[src/rtl/loc_safe_pkg.sv]
// Shared types and helpers for the LIFO location safe: op decode and width helpers.
package loc_safe_pkg;

    localparam int unsigned LOC_W_DEF = 8;
    localparam int unsigned DEPTH_DEF = 4;

    typedef enum logic [2:0] {
        OP_NOP,
        OP_STORE,
        OP_RESTORE,
        OP_REPLACE,
        OP_CLEAR
    } loc_op_t;

    function automatic int unsigned ptr_width(input int unsigned depth);
        return $clog2(depth);
    endfunction

    function automatic int unsigned cnt_width(input int unsigned depth);
        return $clog2(depth) + 1;
    endfunction

    function automatic loc_op_t loc_op_decode(input logic clear, input logic store,
                                              input logic restore);
        if (clear)                return OP_CLEAR;
        else if (store && restore) return OP_REPLACE;
        else if (store)            return OP_STORE;
        else if (restore)          return OP_RESTORE;
        else                       return OP_NOP;
    endfunction

endpackage

[src/rtl/loc_safe_mem.sv]
// DEPTH x LOC_W register array: one synchronous write port, combinational read port(s).
// A second read port exists when LOC_SAFE_PEEK_EN is defined.
module loc_safe_mem
    import loc_safe_pkg::*;
#(
    parameter int unsigned LOC_W = LOC_W_DEF,
    parameter int unsigned DEPTH = DEPTH_DEF,
    parameter int unsigned PTR_W = ptr_width(DEPTH)
) (
    input  logic             clk,
    input  logic             we_i,
    input  logic [PTR_W-1:0] waddr_i,
    input  logic [LOC_W-1:0] wdata_i,
    input  logic [PTR_W-1:0] raddr_i,
`ifdef LOC_SAFE_PEEK_EN
    input  logic [PTR_W-1:0] praddr_i,
    output logic [LOC_W-1:0] prdata_o,
`endif
    output logic [LOC_W-1:0] rdata_o
);

    logic [LOC_W-1:0] mem_q [DEPTH];
    logic [LOC_W-1:0] mem_d [DEPTH];

    always_comb begin
        mem_d = mem_q;
        if (we_i) mem_d[waddr_i] = wdata_i;
    end

    // No reset: contents are only observable through valid entries.
    always_ff @(posedge clk) begin
        mem_q <= mem_d;
    end

    assign rdata_o = mem_q[raddr_i];

`ifdef LOC_SAFE_PEEK_EN
    assign prdata_o = mem_q[praddr_i];
`endif

endmodule

[src/rtl/loc_safe_stack.sv]
// LIFO stack of saved locations with registered top-of-stack and sticky error flags.
// Optional peek port enabled by defining LOC_SAFE_PEEK_EN.
module loc_safe_stack
    import loc_safe_pkg::*;
#(
    parameter int unsigned LOC_W     = LOC_W_DEF,
    parameter int unsigned DEPTH     = DEPTH_DEF,
    parameter int unsigned OVERWRITE = 0
) (
    input  logic                          clk,
    input  logic                          rst,
    input  logic [LOC_W-1:0]              loc_i,
    input  logic                          store_i,
    input  logic                          restore_i,
    input  logic                          clear_i,
`ifdef LOC_SAFE_PEEK_EN
    input  logic [ptr_width(DEPTH)-1:0]   peek_idx_i,
    output logic [LOC_W-1:0]              peek_o,
`endif
    output logic [LOC_W-1:0]              loc_o,
    output logic                          valid_o,
    output logic [cnt_width(DEPTH)-1:0]   count_o,
    output logic                          full_o,
    output logic                          overflow_o,
    output logic                          underflow_o
);

    localparam int unsigned PtrW = ptr_width(DEPTH);
    localparam int unsigned CntW = cnt_width(DEPTH);

    logic [PtrW-1:0]  tp_q, tp_d, waddr, raddr;
    logic [CntW-1:0]  count_q, count_d;
    logic [LOC_W-1:0] loc_q, loc_d, rdata;
    logic             ovf_q, ovf_d, unf_q, unf_d;
    logic             we, full, empty;
    loc_op_t          op;

    assign op    = loc_op_decode(clear_i, store_i, restore_i);
    assign full  = (count_q == CntW'(DEPTH));
    assign empty = (count_q == '0);
    assign raddr = tp_q - 1'b1;

    always_comb begin
        tp_d    = tp_q;
        count_d = count_q;
        loc_d   = loc_q;
        ovf_d   = ovf_q;
        unf_d   = unf_q;
        we      = 1'b0;
        waddr   = tp_q + 1'b1;
        unique case (op)
            OP_CLEAR: begin
                count_d = '0;
                loc_d   = '0;
            end
            OP_STORE, OP_REPLACE: begin
                if (op == OP_REPLACE && !empty) begin
                    we    = 1'b1;
                    waddr = tp_q;
                    loc_d = loc_i;
                end else if (!full || OVERWRITE != 0) begin
                    // When full with overwrite, tp+1 is the oldest slot.
                    we      = 1'b1;
                    tp_d    = tp_q + 1'b1;
                    count_d = full ? count_q : count_q + 1'b1;
                    loc_d   = loc_i;
                end else begin
                    ovf_d = 1'b1;
                end
            end
            OP_RESTORE: begin
                if (empty) begin
                    unf_d = 1'b1;
                end else begin
                    tp_d    = tp_q - 1'b1;
                    count_d = count_q - 1'b1;
                    loc_d   = (count_q == CntW'(1)) ? '0 : rdata;
                end
            end
            default: ;
        endcase
    end

    always_ff @(posedge clk) begin
        if (rst) begin
            tp_q    <= PtrW'(DEPTH - 1);
            count_q <= '0;
            loc_q   <= '0;
            ovf_q   <= 1'b0;
            unf_q   <= 1'b0;
        end else begin
            tp_q    <= tp_d;
            count_q <= count_d;
            loc_q   <= loc_d;
            ovf_q   <= ovf_d;
            unf_q   <= unf_d;
        end
    end

`ifdef LOC_SAFE_PEEK_EN
    logic [LOC_W-1:0] peek_rd;

    loc_safe_mem #(
        .LOC_W (LOC_W),
        .DEPTH (DEPTH),
        .PTR_W (PtrW)
    ) u_mem (
        .clk      (clk),
        .we_i     (we),
        .waddr_i  (waddr),
        .wdata_i  (loc_i),
        .raddr_i  (raddr),
        .praddr_i (tp_q - peek_idx_i),
        .prdata_o (peek_rd),
        .rdata_o  (rdata)
    );

    assign peek_o = ({1'b0, peek_idx_i} < count_q) ? peek_rd : '0;
`else
    loc_safe_mem #(
        .LOC_W (LOC_W),
        .DEPTH (DEPTH),
        .PTR_W (PtrW)
    ) u_mem (
        .clk     (clk),
        .we_i    (we),
        .waddr_i (waddr),
        .wdata_i (loc_i),
        .raddr_i (raddr),
        .rdata_o (rdata)
    );
`endif

    assign loc_o       = loc_q;
    assign count_o     = count_q;
    assign valid_o     = !empty;
    assign full_o      = full;
    assign overflow_o  = ovf_q;
    assign underflow_o = unf_q;

endmodule

[config.mk]
export PLATFORM = sky130hd
export DESIGN_NAME = loc_safe_stack
export DESIGN_NICKNAME = d
export VERILOG_FILES = /design/src/rtl/loc_safe_pkg.sv /design/src/rtl/loc_safe_mem.sv /design/src/rtl/loc_safe_stack.sv
export SDC_FILE = /design/constraint.sdc
export NUM_CORES = 1
export LEC_CHECK = 0
export CORE_AREA = 2 2 81 83
export DETAILED_ROUTE_END_ITERATION = 12
export DIE_AREA = 0 0 83 85
export PLACE_DENSITY = 0.52
export SETUP_SLACK_MARGIN = 0.02
export SKIP_LAST_GASP = 1
export SYNTH_ARGS = -nofsm -noshare
export SYNTH_HDL_FRONTEND = slang
export SYNTH_SLANG_ARGS = --single-unit
[constraint.sdc]
create_clock -name clk -period 2.64 [get_ports clk]
set_input_delay 0.396 -clock clk [delete_from_list [all_inputs] [get_ports clk]]
set_output_delay 0.396 -clock clk [all_outputs]
set_load 0.05 [all_outputs]
# Word-level counts from Yosys, hierarchy flattened
# Cells that the tools add are included.
# totals
ff_bits	47
output_inout_bits	15
# op_classes
bitwise	3
n_lt_le_gt_ge	3
n_mux	28
n_addsub	4
eq_ne	10
n_reduce_logical	13
# op_table
cell	n
$mux 8	7
$bwmux 32	1
$pmux 8 s3	1
$bmux 8 s2	1
$demux 8 s2	1
$mux 2	8
$mux 3	4
$pmux 3 s3	1
$reduce_and 4->1	2
$eq 3x1->1 const B	2
$eq 3x2->1 const B	2
$eq 3x3->1 const B	2
$ge 3x3->1 const B	2
$ne 2x2->1 const B	3
$not 2->3	2
$reduce_and 3->1	2
$pmux 2 s2	1
$add 3x1->3 const B	1
$logic_and 1x1->1	3
$logic_not 3->1	1
$lt 3x1->1 const B	1
$mux 1	3
$ne 3x3->1 const B	1
$reduce_bool 3->1	1
8 further kinds	8

# Longest topological paths before layout
# Gate-level depths: netlist of the first run.
# logic_depth
depth_word	14
mapped_depth	6

# By module
# A second synthesis of the first run with hierarchy kept.
# hier_totals
cells_unflattened	151
area_unflattened_um2	2190.9
# by_module_without_submodules
module	n_inst	cells_each	area_each_um2
loc_safe_mem	1	46	1188.6
loc_safe_stack	1	105	1002.2

# Least setup slack after synthesis of the first run
# No wires, ideal clock.
# synth_path
path_kind	reg-to-reg
startpoint	register count_q[0] (netlist: count_o[0])
endpoint	register u_mem.mem_q[24] in the netlist's numbering (enable)
setup_slack_ns	-0.318
arrival_ns	2.583
path_stages_with_launch	7
n_path_buf	0
cell_sequence	dfxtp_1 -> inv_1 -> ha_1 -> nand2b_1 -> nand2_1 -> or3_1 -> a21oi_1
# synth_between
elab_chain_len	5
word_cells_on_any_way	7
classes_between	eq/ne (1); mux (3); reduce/logical (3)
# synth_lines
item	line_no	rtl
start, declared	loc_safe_stack.sv:32	logic [CntW-1:0] count_q, count_d;
start signal, assigned	loc_safe_stack.sv:93	count_q <= count_d;
$logic_not 3->1	loc_safe_stack.sv:40	assign empty = (count_q == '0);
$logic_not 1->1	n/a	
via valid_o	loc_safe_stack.sv:21	output logic valid_o,
$logic_and 1x1->1	loc_safe_stack.sv:57	if (op == OP_REPLACE && !empty) begin
$mux 1	loc_safe_stack.sv:57	
$mux 1	loc_safe_stack.sv:51	unique case (op)
end signal, assigned	loc_safe_mem.sv:32	mem_q <= mem_d;
end, declared	loc_safe_mem.sv:22	logic [LOC_W-1:0] mem_q [DEPTH];
# The timed path passes the listed nets, and every way through them passes these cells.
# A chain may end at the register's enable or synchronous reset.

# Final worst setup path of the first run
# layout_path
startpoint	register count_q[0] (netlist: count_o[0])
endpoint	output port full_o
# layout_between
elab_chain_len	1
# layout_lines
item	line_no	rtl
$eq 3x3->1	loc_safe_stack.sv:39	assign full = (count_q == CntW'(DEPTH));
end, declared	loc_safe_stack.sv:23	output logic full_o,
# Every way passes these cells.

==> metrics.md, run 1 <==
| Metric | Value |
|---|---|
| Setup tns final | `0 ns` |
| CP Class | `reg2out` |
| Status | `finished, final reports clean` |
| Final wirelength | `4.12 mm` |
| All-layer global routing usage | `12.5%` |
| Leading area contributor after synthesis | `edfxtp_1` |
| Hold Path Stages | `2` |
| Hold_sp | `underflow_o` |
| DRC | `0` |
| Row Count | `29` |
| Nets | `192` |
| Commonest cells in the synthesized netlist | `edfxtp_1, dfxtp_1, nor2b_1, nor2_1` |
| Core ar. | `6200 um2` |
| Post-Synthesis Cells | `137` |
| Cells on worst reg2reg path | `7` |
| ANT nets after route | `0` |
| Max Fclk | `404 MHz` |
| FF-to-FF End | `u_mem.mem_q[7]` |
| Initial antenna violation count | `0` |
| Tmin final | `2.47 ns` |
| Die width | `83 um` |
| WP data required | `2.24 ns` |
| Final hold slack | `0.482 ns` |
| H-tree levels | `2` |
| Mean post-synth cell area | `14.6 um2` |
| Synthesized area | `2000 um2` |
| GR Util met2 | `20.7%` |
| Max-cap check violation count | `0` |
| GR Util met1 | `15.2%` |
| Die ar. | `7060 um2` |
| Post-synth ARST share | `0%` |
| Fraction of layout cells with a size suffix above 1 | `18.8%` |
| Cell Pwr Density | `590 nW/um2` |
| Sequential element share of the synthesized area | `63.1%` |
| Diode count | `0` |
| First-pass GRT wire length | `6.71 mm` |
| Top fanout value on the critical path | `6` |
| TritonCTS clock tree | `built` |
| CTS Sinks | `47` |
| Clk root buf | `clkbuf_8` |
| Largest net degree at the start of global routing | `19` |
| Fin. max-slew vios | `0` |
| Cell total after placement | `245` |
| WL/cell | `16.3 um` |
| GPL Wtd Cong | `0.804` |
| Via/cell ratio | `4.98` |
| R2R Setup Slk | `0.50 ns` |
| Setup Skew | `0.0110 ns` |
| Yosys warns | `0` |
| Port Buffers | `27` |
| Vias in the first global route | `1327` |
| CTS buffer count | `5` |
| Element type at the critical path end | `primary output` |
| Hpwl dp | `2.88 mm` |
| Crit Reg-Reg Startpoint | `count_o[0]` |
| Non-Filler Instances | `253` |
| Final hold viol count | `0` |
| Syn_nets | `154` |
| Max IR drop VDD | `182 uV` |
| Leading register cell type out of synthesis | `edfxtp_1` |
| Most Crowded Layer GR | `met2` |
| P&R area growth vs syn | `26.0%` |
| Final period util | `93.7%` |
| CP startpoint kind | `flop` |
| Clock Path Buffers | `2` |
| Worst-Skew Late Latency | `0.31 ns` |
| Effective utilization at floorplan | `32.2%` |
| CP Data Arrival Time | `2.08 ns` |
| Setup-failing EPs final | `0` |
| Leak | `0.900 nW` |
| Slew Limit Headroom | `43.8%` |
| I/O Pins | `28` |
| Hold Path End | `underflow_o` |
| 1st-pass router iterations | `4` |
| Synth unique cells | `33` |
| Post-CTS Setup Inserts | `0` |
| Die span in y | `85 um` |
| Met3 Usage GRT | `4.28%` |
| RSZ-0062 raised after global routing | `no` |
| Worst Max-Slew Pin Slew | `0.842 ns` |
| Total global routing overflow | `0` |
| Post-synth EDFFs | `32` |
| Clock-pin slew on the worst setup and hold paths | `0.08 ns` |
| Synth top area cells | `edfxtp_1, dfxtp_1, mux4_2` |
| Yosys reg bits | `47` |
| Most numerous cell in the Yosys netlist | `edfxtp_1` |
| Hold WC Path Type | `reg2reg` |
| Initial DRC Count | `109` |
| Routed vias | `1260` |
| Post-synth top area share | `48.1%` |
[critical path, cell delays in order (launching register included)]
cell             delay (ns)
dfxtp_1                0.35
inv_1                  0.12
ha_1                   0.32
and2_1                 0.18
clkdlybuf4s50_1        0.80
[worst max-delay path by stage]
stage,cells past startpoint,startpoint,slack (ns),endpoint
floorplan,6,count_o[0],0.09,u_mem.mem_q[24]
global placement,6,restore_i,0.43,u_mem.mem_q[1]
detailed placement,6,restore_i,0.41,u_mem.mem_q[1]
CTS,4,count_o[0],0.09,valid_o
global route,4,count_o[0],0.03,full_o
finish,4,count_o[0],0.17,full_o
[cell type report]
cell class	count	area, um2
Fill cell	585	3690
Sequential cell	47	1260
Multi-Input combinational cell	80	706
Timing Repair Buffer	37	348
Tap cell	77	96.3
Clock buffer	5	68.8
Clock inverter	3	22.5
Inverter	4	15.0
[cell usage in the layout (no fill, tap or decap), types with 5 or more instances in the layout]
cell type | Yosys | routed
edfxtp_1 | 32 | 32
clkdlybuf4s50_1 | 0 | 26
dfxtp_1 | 15 | 15
nor2b_1 | 12 | 12
nor2_1 | 10 | 10
buf_4 | 0 | 10
mux4_2 | 8 | 8
a221o_1 | 8 | 8
clkbuf_8 | 0 | 5
[registers in the layout (all words and copies together) (netlist names)]
register / flops
count_o: 3
overflow_o: 1
underflow_o: 1
tp_q: 2
loc_o: 8
u_mem.mem_q: 32
[where the power goes]
| group | total [mW] | switching (mW) | internal (mW) |
|---|---|---|---|
| sequential | 0.831 | 0.0183 | 0.812 |
| combinational | 0.214 | 0.118 | 0.0962 |
| clock | 0.442 | 0.252 | 0.190 |
[metrics by stage]
step | instance area, um2 | setup WS [ns] | total power [mW] | util [%]
2_1_floorplan | 2010 | 0.0928 | 0.982 | -
3_3_place_gp | 2420 | 0.432 | 1.06 | 39.1
3_5_place_dp | 2420 | 0.415 | 1.06 | 39.1
4_1_cts | 2510 | 0.0912 | 1.50 | 40.5
5_1_grt | 2520 | 0.0308 | 1.56 | 40.6
6_report | 2520 | 0.167 | 1.49 | 40.6
[logic make-up (layout without fill, tap and decap cells)]
| family | Yosys count | after routing | share of synthesized area [%] |
|---|---|---|---|
| buffers and inverters | 10 | 49 | 2.07 |
| AND/OR/NAND/NOR | 43 | 43 | 11.8 |
| AO/OA/AOI/OAI | 22 | 22 | 9.83 |
| adder cells (fa/ha/maj) | 4 | 4 | 2.50 |
| multiplexers | 10 | 10 | 10.2 |
| flip-flops | 47 | 47 | 63.1 |
| XOR/XNOR | 1 | 1 | 0.438 |
[routing by layer]
metal	routed length (um)	vias to the layer above
met5	0	-
met4	63	0
met3	169	7
met2	2030	30
met1	1850	616
li1	-	607
[repair_timing]
action                                 4_1_cts  5_1_grt
resized for setup                            0        1
endpoints found under the hold margin        0        0
hold buffers                                 0        0
setup endpoints to repair                    0        1
Power figures use the tool's default switching activity.
==> run 2: changes to the inputs <==
CTS_CLUSTER_SIZE = 8   (was not set)
==> results of run 2 <==
The final DEF is identical to that of run 1; final timing and power are the same.
==> run 3: changes to the inputs <==
CORE_AREA = 2 2 65 67   (was 2 2 81 83)
DIE_AREA = 0 0 67 69   (was 0 0 83 85)
PLACE_DENSITY = 0.75   (was 0.52)
==> run 3 against run 2 <==
Compared with the run above: maximum frequency fell by 0.97%; worst setup slack got worse by 0.024 ns; total power is 0.12% higher; critical path type unchanged; cell count shrank 13%.
==> metrics.md, run 3 (same netlist as run 1, synthesis figures left out) <==
| Metric | Value |
|---|---|
| Vias in the first global route | `1292 (was 1327)` |
| Initial DRC Count | `59 (was 109)` |
| TritonCTS clock tree | `built (unchanged)` |
| Max-cap check violation count | `0 (unchanged)` |
| P&R area growth vs syn | `22.5% (was 26.0%)` |
| Worst Max-Slew Pin Slew | `0.850 ns (was 0.842 ns)` |
| Hold WC Path Type | `reg2reg (unchanged)` |
| Clk root buf | `clkbuf_8 (unchanged)` |
| Sw Pwr | `371 uW (was 388 uW)` |
| Leak | `0.860 nW (was 0.900 nW)` |
| Via/cell ratio | `5.70 (was 4.98)` |
| DRC | `0 (unchanged)` |
| Setup-failing EPs final | `0 (unchanged)` |
| Most common cell after layout, fill and taps aside | `edfxtp_1 (unchanged)` |
| Clock Path Buffers | `2 (unchanged)` |
| Final core utilization | `62.5% (was 40.6%)` |
| WL/cell | `18.1 um (was 16.3 um)` |
| Die span in y | `69 um (was 85 um)` |
| Top fanout value on the critical path | `6 (unchanged)` |
| Initial antenna violation count | `0 (unchanged)` |
| Core ar. | `3910 um2 (was 6200 um2)` |
| 1st-pass router iterations | `4 (unchanged)` |
| CTS buffer count | `5 (unchanged)` |
| Largest net degree at the start of global routing | `19 (unchanged)` |
| Die width | `67 um (was 83 um)` |
| Setup Skew | `0.00425 ns (was 0.0110 ns)` |
| Sw frac | `24.9% (was 26.1%)` |
| Final period util | `94.6% (was 93.7%)` |
| Clock-pin slew on the worst setup and hold paths | `0.08 ns (about the same)` |
| Commonest non-fill, non-tap cells in the layout | `edfxtp_1, clkdlybuf4s50_1, dfxtp_1 (unchanged)` |
| ANT nets after route | `0 (unchanged)` |
| Status | `finished, final reports clean (unchanged)` |
| Max IR drop VDD | `333 uV (was 182 uV)` |
| I/O Pins | `28 (unchanged)` |
| GR Util met1 | `25.9% (was 15.2%)` |
| Final hold viol count | `0 (unchanged)` |
| Most Crowded Layer GR | `met2 (unchanged)` |
| Effective utilization at floorplan | `51.1% (was 32.2%)` |
| Most flops, register | `u_mem.mem_q (unchanged)` |
| Tmin final | `2.50 ns (was 2.47 ns)` |
| Cell Pwr Density | `608 nW/um2 (was 590 nW/um2)` |
| Total global routing overflow | `0 (unchanged)` |
| Port Buffers | `27 (unchanged)` |
| Routed vias | `1260 (unchanged)` |
| Met3 Usage GRT | `4.89% (was 4.28%)` |
| Max incr delay on CP | `0.82 ns (was 0.80 ns)` |
| CTS Sinks | `47 (unchanged)` |
| CP Class | `reg2out (unchanged)` |
| Internal power | `1.12 mW (was 1.10 mW)` |
| Diode count | `0 (unchanged)` |
| Final hold slack | `0.490 ns (was 0.482 ns)` |
| GR Util met2 | `31.6% (was 20.7%)` |
| Sequential share of power | `56.3% (was 55.9%)` |
| CP Cell Sequence | `inv_1 -> ha_1 -> nand2b_2 -> clkdlybuf4s50_1 (was inv_1 -> ha_1 -> and2_1 -> clkdlybuf4s50_1)` |
| Nets | `187 (was 192)` |
| Row Count | `23 (was 29)` |
| Worst-Skew Late Latency | `0.30 ns (was 0.31 ns)` |
| Post-CTS Hold Fix Bufs | `0 (unchanged)` |
| CP Data Arrival Time | `2.10 ns (was 2.08 ns)` |
| Setup tns final | `0 ns (unchanged)` |
| Resized Gates After CTS | `0 (unchanged)` |
| Slew Limit Headroom | `43.3% (was 43.8%)` |
| Worst path bufs/invs | `2 (unchanged)` |
| Max Fclk | `400 MHz (was 404 MHz)` |
| GPL Wtd Cong | `0.835 (was 0.804)` |
| Master of the slowest instance on the critical path | `clkdlybuf4s50_1 (unchanged)` |
| RSZ-0062 raised after global routing | `no (unchanged)` |
| Clock share of power | `30.3% (was 29.7%)` |
| WP data required | `2.24 ns (about the same)` |
| All-layer global routing usage | `19.9% (was 12.5%)` |
| Fillers | `304 (was 585)` |
| Fraction of layout cells with a size suffix above 1 | `15.8% (was 18.8%)` |
| Die ar. | `4620 um2 (was 7060 um2)` |
| Max FFs per register | `32 (unchanged)` |
| Post-CTS Setup Inserts | `0 (unchanged)` |
| H-tree levels | `2 (unchanged)` |
| Fin. max-slew vios | `0 (unchanged)` |
| Final wirelength | `4.01 mm (was 4.12 mm)` |
| Combinational Power Share | `13.4% (was 14.4%)` |
| Hpwl dp | `2.87 mm (was 2.88 mm)` |
| First-pass GRT wire length | `6.60 mm (was 6.71 mm)` |
| Element type at the critical path end | `primary output (unchanged)` |
| CP startpoint kind | `flop (unchanged)` |
| CP delay by family, top | `buffers and inverters (unchanged)` |
## run 3: cell types whose count changed in the layout (fill, tap and decap cells not counted)
cell	previous run	this run
buf_4	10	5
clkbuf_1	0	1
clkbuf_8	5	6
clkdlybuf4s50_1	26	27
clkinv_2	1	0
dlymetal6s2s_1	1	0
inv_6	1	0
## run 3: worst paths after layout
kind	from	endpoint	slack, ns	depth (start not counted)
worst max-delay path	count_o[0]	valid_o	0.14	4
worst min-delay path	underflow_o	underflow_o	0.49	2
worst max register to register	count_o[1]	u_mem.mem_q[30]	0.44	5
worst min register to register	underflow_o	underflow_o	0.49	2
## run 3: area by class of cell
class | count | area (um2) | share of cell area (%)
Multi-Input combinational cell | 80 | 706 | 28.8
Inverter | 4 | 15.0 | 0.613
Sequential cell | 47 | 1260 | 51.5
Tap cell | 50 | 62.6 | 2.56
Clock inverter | 1 | 8.76 | 0.358
Timing Repair Buffer | 32 | 308 | 12.6
Clock buffer | 7 | 86.3 | 3.53
## run 3: worst register-to-register path, stage by stage (launching register included)
cell,delay (ns)
dfxtp_1,0.34
inv_1,0.14
ha_1,0.33
mux2i_2,0.42
nand3_1,0.15
a21oi_2,0.47
## run 3: metrics by stage
step	worst slack (ns)	instance area, um2	power, mW	std cells
after global placement	0.434	2350	1.05	213
final	0.143	2450	1.49	221
after global routing	0.0239	2450	1.55	221
after CTS	0.123	2450	1.50	221
after detailed placement	0.337	2350	1.06	213
after floorplan	0.0928	2010	0.982	137
## run 3: power groups by stage
| stage | clock (mW) | combinational, mW | sequential [mW] |
|---|---|---|---|
| 6_report | 0.450 | 0.199 | 0.838 |
| 4_1_cts | 0.461 | 0.201 | 0.839 |
| 3_3_place_gp | 0 | 0.195 | 0.853 |
| 2_1_floorplan | 0 | 0.115 | 0.866 |
| 3_5_place_dp | 0 | 0.200 | 0.856 |
| 5_1_grt | 0.494 | 0.215 | 0.842 |
## run 3: layer usage
layer,wire [um],share of wire [%]
met1,1700,42
met2,2080,52
met3,152,3.8
met4,73,1.8
met5,0,0
